$ cat src/rtl/grey_decode_int_pkg.sv
// Shared definitions for the Rx Gray symbol decoder: symbol width, the Gray map
// used by the Tx encoder, and the serializer state type.
package grey_pkg;

  localparam int SYM_W = 2;

  // Gray code transmitted for each binary bit pair (must match the Tx encoder)
  localparam logic [SYM_W-1:0] GRAY_B00 = 2'b00;
  localparam logic [SYM_W-1:0] GRAY_B01 = 2'b01;
  localparam logic [SYM_W-1:0] GRAY_B10 = 2'b11;
  localparam logic [SYM_W-1:0] GRAY_B11 = 2'b10;

  typedef enum logic [1:0] {
    S_IDLE,
    S_MSB,
    S_LSB
  } ser_state_t;

  function automatic logic [SYM_W-1:0] gray_decode(input logic [SYM_W-1:0] gray);
    logic [SYM_W-1:0] pair;
    pair = 2'b00;
    case (gray)
      GRAY_B00: pair = 2'b00;
      GRAY_B01: pair = 2'b01;
      GRAY_B10: pair = 2'b10;
      GRAY_B11: pair = 2'b11;
      default:  pair = 2'b00;
    endcase
    return pair;
  endfunction

endpackage

$ cat src/rtl/grey_decode_int_if.sv
// Symbol input and serialized bit output streams of the Rx Gray decoder.
// The slave modport is the decoder side; master is the source/sink side.
interface grey_decode_int_if;
  import grey_pkg::*;

  logic [SYM_W-1:0] symbol_in;
  logic             symbol_in_valid;
  logic             symbol_in_ready;
  logic             data_out;
  logic             data_out_valid;
  logic             data_out_ready;

  modport master (
    output symbol_in,
    output symbol_in_valid,
    input  symbol_in_ready,
    input  data_out,
    input  data_out_valid,
    output data_out_ready
  );

  modport slave (
    input  symbol_in,
    input  symbol_in_valid,
    output symbol_in_ready,
    output data_out,
    output data_out_valid,
    input  data_out_ready
  );

endinterface

$ cat src/rtl/grey_decode_int_sym_fifo.sv
// Single-clock FIFO with read data presented from the head entry.
// Pointers carry one extra bit so full and empty are distinguishable.
module sym_fifo #(
  parameter int WIDTH = 2,
  parameter int DEPTH = 4
) (
  input  logic             clk,
  input  logic             rst,
  input  logic             push,
  input  logic [WIDTH-1:0] wr_data,
  input  logic             pop,
  output logic [WIDTH-1:0] rd_data,
  output logic             full,
  output logic             empty
);

  localparam int AW = $clog2(DEPTH);

  logic [AW:0]      wr_ptr;
  logic [AW:0]      rd_ptr;
  logic [WIDTH-1:0] mem [DEPTH];

  assign empty   = (wr_ptr == rd_ptr);
  assign full    = (wr_ptr[AW] != rd_ptr[AW]) && (wr_ptr[AW-1:0] == rd_ptr[AW-1:0]);
  assign rd_data = mem[rd_ptr[AW-1:0]];

  always_ff @(posedge clk or posedge rst) begin
    if (rst) begin
      wr_ptr <= '0;
      rd_ptr <= '0;
    end else begin
      if (push && !full) begin
        wr_ptr <= wr_ptr + 1'b1;
      end
      if (pop && !empty) begin
        rd_ptr <= rd_ptr + 1'b1;
      end
    end
  end

  // Storage needs no reset; entries are only read once written
  always_ff @(posedge clk) begin
    if (push && !full) begin
      mem[wr_ptr[AW-1:0]] <= wr_data;
    end
  end

endmodule

$ cat src/rtl/grey_decode_int.sv
// Rx Gray decoder: maps PAM4 Gray symbols to bit pairs, buffers them and
// serializes each pair MSB-first; symbols arriving while full are dropped and counted.
module grey_decode_int
  import grey_pkg::*;
#(
  parameter int FIFO_DEPTH = 4,
  parameter int CNT_W      = 16
) (
  input  logic             clk,
  input  logic             rst,
  grey_decode_int_if.slave bus,
  output logic             overflow,
  output logic [CNT_W-1:0] drop_count
);

  logic             full;
  logic             empty;
  logic             push;
  logic             pop;
  logic [SYM_W-1:0] wr_pair;
  logic [SYM_W-1:0] rd_pair;

  ser_state_t state;
  logic       lsb_hold;
  logic       out_bit;
  logic       out_valid;

  // Acceptance looks at full only; a same-cycle pop never frees a slot
  assign bus.symbol_in_ready = !full;
  assign push                = bus.symbol_in_valid && !full;
  assign wr_pair             = gray_decode(bus.symbol_in);

  assign pop = !empty && ((state == S_IDLE) ||
                          (state == S_LSB && bus.data_out_ready));

  assign bus.data_out       = out_bit;
  assign bus.data_out_valid = out_valid;

  sym_fifo #(
    .WIDTH(SYM_W),
    .DEPTH(FIFO_DEPTH)
  ) u_fifo (
    .clk     (clk),
    .rst     (rst),
    .push    (push),
    .wr_data (wr_pair),
    .pop     (pop),
    .rd_data (rd_pair),
    .full    (full),
    .empty   (empty)
  );

  // Serializer: loading straight from LSB keeps back-to-back pairs bubble-free
  always_ff @(posedge clk or posedge rst) begin
    if (rst) begin
      state     <= S_IDLE;
      lsb_hold  <= 1'b0;
      out_bit   <= 1'b0;
      out_valid <= 1'b0;
    end else begin
      case (state)
        S_IDLE: begin
          if (!empty) begin
            state     <= S_MSB;
            out_bit   <= rd_pair[1];
            lsb_hold  <= rd_pair[0];
            out_valid <= 1'b1;
          end
        end
        S_MSB: begin
          if (bus.data_out_ready) begin
            state   <= S_LSB;
            out_bit <= lsb_hold;
          end
        end
        S_LSB: begin
          if (bus.data_out_ready) begin
            if (!empty) begin
              state    <= S_MSB;
              out_bit  <= rd_pair[1];
              lsb_hold <= rd_pair[0];
            end else begin
              state     <= S_IDLE;
              out_bit   <= 1'b0;
              out_valid <= 1'b0;
            end
          end
        end
        default: begin
          state     <= S_IDLE;
          out_bit   <= 1'b0;
          out_valid <= 1'b0;
        end
      endcase
    end
  end

  always_ff @(posedge clk or posedge rst) begin
    if (rst) begin
      overflow   <= 1'b0;
      drop_count <= '0;
    end else if (bus.symbol_in_valid && full) begin
      overflow <= 1'b1;
      if (drop_count != {CNT_W{1'b1}}) begin
        drop_count <= drop_count + 1'b1;
      end
    end
  end

endmodule

$ cat src/flat_wrapper.sv
// flat-port wrapper written by rule: the top's interface ports become plain ports
module grey_decode_int_flat import grey_pkg::*;
#(
  parameter int FIFO_DEPTH = 4,
  parameter int CNT_W      = 16
)
  (clk, rst, overflow, drop_count, bus_symbol_in, bus_symbol_in_valid, bus_symbol_in_ready, bus_data_out, bus_data_out_valid, bus_data_out_ready);
  grey_decode_int_if bus_i ();
  input  logic clk;
  input  logic rst;
  output logic overflow;
  output logic [CNT_W-1:0] drop_count;
  input wire logic [$bits(bus_i.symbol_in)-1:0] bus_symbol_in;
  input wire logic [$bits(bus_i.symbol_in_valid)-1:0] bus_symbol_in_valid;
  output wire logic [$bits(bus_i.symbol_in_ready)-1:0] bus_symbol_in_ready;
  output wire logic [$bits(bus_i.data_out)-1:0] bus_data_out;
  output wire logic [$bits(bus_i.data_out_valid)-1:0] bus_data_out_valid;
  input wire logic [$bits(bus_i.data_out_ready)-1:0] bus_data_out_ready;
  assign bus_i.symbol_in = bus_symbol_in;
  assign bus_i.symbol_in_valid = bus_symbol_in_valid;
  assign bus_symbol_in_ready = bus_i.symbol_in_ready;
  assign bus_data_out = bus_i.data_out;
  assign bus_data_out_valid = bus_i.data_out_valid;
  assign bus_i.data_out_ready = bus_data_out_ready;
  grey_decode_int #(.FIFO_DEPTH(FIFO_DEPTH), .CNT_W(CNT_W)) u_core (.clk(clk), .rst(rst), .bus(bus_i), .overflow(overflow), .drop_count(drop_count));
endmodule
$ cat config.mk
export PLATFORM = sky130hd
export DESIGN_NAME = grey_decode_int_flat
export DESIGN_NICKNAME = d
export VERILOG_FILES = /design/src/rtl/grey_decode_int_pkg.sv /design/src/rtl/grey_decode_int_if.sv /design/src/rtl/grey_decode_int_sym_fifo.sv /design/src/rtl/grey_decode_int.sv /design/src/flat_wrapper.sv
export SDC_FILE = /design/constraint.sdc
export NUM_CORES = 1
export LEC_CHECK = 0
export CAP_MARGIN = 25
export CORE_MARGIN = 2
export CORE_UTILIZATION = 54
export DETAILED_ROUTE_END_ITERATION = 7
export PLACE_DENSITY = 0.77
export SLEW_MARGIN = 25
export SYNTH_ARGS = -nofsm -noshare
export SYNTH_HDL_FRONTEND = slang
export SYNTH_SLANG_ARGS = --single-unit
$ cat constraint.sdc
create_clock -name clk -period 2.1 [get_ports clk]
set_input_delay 0.525 -clock clk [delete_from_list [all_inputs] [get_ports clk]]
set_output_delay 0.525 -clock clk [all_outputs]
set_load 0.02 [all_outputs]
==> results.md <==
Finish:
- The layout overhead on the synthesized area is 23.2%.
- The fraction of layout cells with a size suffix above 1 is 20.7%.
- The final net count is 201.
- The diode insertion count for antenna repair is 0.
- The summed area of non-filler cells in the final layout is ~2300 sq um.
- The layout has 262 filler cells.

Worst setup path:
- The critical-path maximum fanout is 7.
- The delay contributed by the slowest stage of the critical path is 0.65 ns.
- The kind of end point of the critical path is a primary output.
- The slowest library cell on the worst path is clkdlybuf4s50_1.
- STA puts the critical path data required time at 1.57 ns.
- Data on the critical path arrives at its endpoint at 1.46 ns.
- The category of cells accounting for the largest share of critical-path delay is buffers and inverters.
- The type of the worst setup path is flip-flop to primary output.
- The critical path startpoint category is a flip-flop.
- Traced cell by cell, the critical path runs through clkdlybuf4s50_1.
- The count of buffer and inverter cells on the critical path is 1.

Flow run:
- The number of violations of the max-capacitance limit is 0.

Global routing:
- In the global route stage, met1 resource usage came out at 22.9%.
- In the global route stage, met3 resource usage came out at 4.82%.
- For this run, global-route usage on met2 was measured as 30.4%.
- Global routing finished with a remaining overflow of 0.
- For this run, the total global-route usage over all layers was measured as 18.4%.
- The via count of the first global-routing pass is 1,297.
- The first-pass GRT wire length is 5710 um.
- The initial antenna violation count was 0.
- The layer flagged by global routing as most heavily used is met2.
- Entering global routing, the biggest net connects 29 pins.

Pwr:
- For this design the static power due to leakage is around 1.0 nW.
- The power per unit of standard cell area is 1250 nW/um^2.
- Across the VDD grid, the largest voltage drop is between 0.6 and 0.7 mV.
- The completed layout was analyzed and its total power is 0.00294 W.

Floorplanning:
- The floorplan step defined a core boundary enclosing ~3400 sq um.
- Measured along the y axis, the die boundary spans ~63 um.
- For this design the top-level I/O count stands at 26.
- Once the floorplan was initialized, standard cells occupied between 50% and 60% of the core.
- The total number of placement rows is 21.
- The die is 63.4 um wide.
- The die outline area is 4020 sq um.

CTS:
- The buffer levels on the longest clock path is 2.
- The CTS sink count is 36.
- The H-tree was split into 2 levels.
- The clock buffer count from CTS is 5.
- Hold repair after CTS inserted 0 buffers.
- TritonCTS built the clock tree.
- After clock tree synthesis, the clock-pin slew on the worst setup and hold paths is approximately 0.11 ns.
- The tree is rooted in a clkbuf_4.
- The clock latency on the worst-skew pair is 0.33 ns.

Place:
- The number of buffers added on ports is 25.
- Routability-driven placement finished with a final weighted congestion of 0.780.
- The placement-stage cell area is approximately 2200 sq um.
- The detailed placer's ending HPWL is 2370 um.

Logic synthesis:
- The average footprint of a synthesized cell is 12.8 sq um.
- The post-synthesis cell type with the largest combined area is dfrtp_1.
- The synthesized area is 1910 sq um.
- Yosys mapped a number of flops with a built-in enable equal to 8.
- During synthesis, Yosys emitted a total of 0 warnings.
- After technology mapping, the gate count stands at 149.
- The share of flip-flops with an asynchronous set or reset after synthesis is just under 80%.
- The cell with the most instances after synthesis is dfrtp_1.
- The synthesized net count is 163.
- For this run, the leading register cell type out of synthesis is dfrtp_1.
- The proportion of synthesized chip area in sequential cells is 49.4%.
- The area share of the leading cell type in the synthesized netlist is a little under two fifths.
- The number of unique standard cell types used by synthesis is 41.
- After synthesis the netlist holds a flip-flop and latch count of 36.
- Sorting the synthesized cells by how often they occur yields dfrtp_1, xor2_1, nand3_1.
- By area the synthesized netlist is led by dfrtp_1, edfxtp_1, xor2_1.

Timing:
- Measured against its own limit, the worst slew margin works out to 72.0%.
- The final-report max-slew violation count is 0.
- The worst-margin pin slew is 0.416 ns.
- Setup repair after global routing left no endpoint under its margin.
- The clock tree skew after final layout is 0.00771 ns.
- The final period demand of the worst path is between 1.5 and 2 ns.
- The final hold violation count is 0.
- Setup violations remaining at the end of the flow were counted as 0.
- The highest achievable clock rate is 0.504 GHz.
- In the final timing run, aggregate negative setup slack is 0 ns.
- After layout, the worst path uses 94.6% of the clock period.

Routing:
- For this block, the via count after detailed routing is around 1,300.
- The first detailed-routing pass ran for 4 iterations.
- The detailed router's first-iteration violation count is 65.
- The number of remaining DRC errors is 0.
- The number of routed nets with antenna violations is 0.
- The wire length after detailed routing is 3250 um.
- In the routed layout, each cell is associated on average with a via count of between 5 and 6.
- In the final routed layout, each cell accounts on average for about 14 um.

Hold path:
- The worst hold path belongs to the class flip-flop to flip-flop.

Status:
- The run finished with clean final reports.
[where the power goes]
part           switching (W)  internal, W  leakage, nW
combinational       0.000611     0.000659        0.559
sequential          0.000258     0.000916        0.425
clock               0.000224     0.000268       0.0497
total                0.00109      0.00184         1.03
[through the flow]
stage / setup slack (ns) / hold WS [ns] / utilization (%) / cells
2_1_floorplan: 0.124 / 0.475 / - / 149
3_3_place_gp: 0.0959 / 0.456 / 66.7 / 224
3_5_place_dp: 0.0570 / 0.455 / 66.7 / 224
4_1_cts: 0.0631 / 0.485 / 69.6 / 233
5_1_grt: 0.0271 / 0.513 / 69.8 / 234
6_report: 0.114 / 0.483 / 69.8 / 234
[layout by cell type, fill, tap and decap left out, types with 2 or more instances in the layout]
cell type,instances
and2_2,4
and4_1,2
buf_4,8
clkbuf_4,5
clkbuf_8,2
clkdlybuf4s50_1,24
dfrtp_1,27
edfxtp_1,8
ha_1,8
inv_1,9
mux2_2,3
mux4_1,2
nand2_1,7
nand3_1,10
nand4_1,4
nor2_1,3
nor3_1,6
nor4_1,2
nor4_2,4
nor4b_1,2
o21ai_0,4
xnor2_1,4
xnor2_4,2
xor2_1,16
[repair_timing]
| action | CTS | global route |
|---|---|---|
| gates cloned | 0 | 0 |
| pin swaps | 1 | 1 |
| endpoints found under the setup margin | 1 | 1 |
| gates resized for setup | 2 | 0 |
| buffers inserted | 1 | 1 |
[cell type report]
type                       instances  area [sq um]  area share (%)
clock buffer                       8          90.1            3.84
inverter                           9          33.8            1.44
multi-input combinational        102           916            39.0
sequential                        36           942            40.1
tap                               46          57.6            2.45
timing repair buffer              33           309            13.2
[routing by layer]
metal  routed length (um)  share of wire [%]
met1                 1470                 45
met2                 1610                 50
met3                  125                3.9
met4                   42                1.3
met5                    0                  0
[sequential cells by signal, summed over array words and instances, names as in the netlist]
name / flops
u_core.drop_count: 16
u_core.bus.data_out: 1
u_core.u_fifo.rd_ptr: 3
u_core.bus.data_out_valid: 1
u_core.u_fifo.wr_ptr: 3
u_core.overflow: 1
u_core.lsb_hold: 1
u_core.state: 2
u_core.u_fifo.mem: 8
[cell families (layout without fill, tap and decap cells)]
group           Yosys count  after routing  synth area share (%)
simple gates             55             55                  20.2
flops                    36             36                  49.4
compound gates           10             10                  4.33
buf+inv                  11             50                  2.56
mux                       6              6                  5.32
xor+xnor                 23             23                  12.9
fa+ha+maj                 8              8                  5.25
[path summary, 6_finish.rpt]
path / from / end / slack [ns] / cells past startpoint
setup / recovery: u_core.drop_count[5] / drop_count[5] / 0.11 / 1
hold / removal: u_core.overflow / u_core.overflow / 0.48 / 1
setup reg to reg: u_core.drop_count[1] / u_core.drop_count[1] / 0.19 / 6
hold reg to reg: u_core.overflow / u_core.overflow / 0.48 / 1
max in group asynchronous: rst / u_core.u_fifo.rd_ptr[0] / 1.28 / 3
min in group asynchronous: rst / u_core.drop_count[1] / 0.54 / 3
[worst register-to-register path: stages (launching register included)]
cell and delay, ns:
dfrtp_1 0.44, ha_1 0.24, nand4_2 0.23, nor4_4 0.32
buf_4 0.22, nor2_2 0.07, mux2_4 0.30
(Power assumes the default switching activity.)
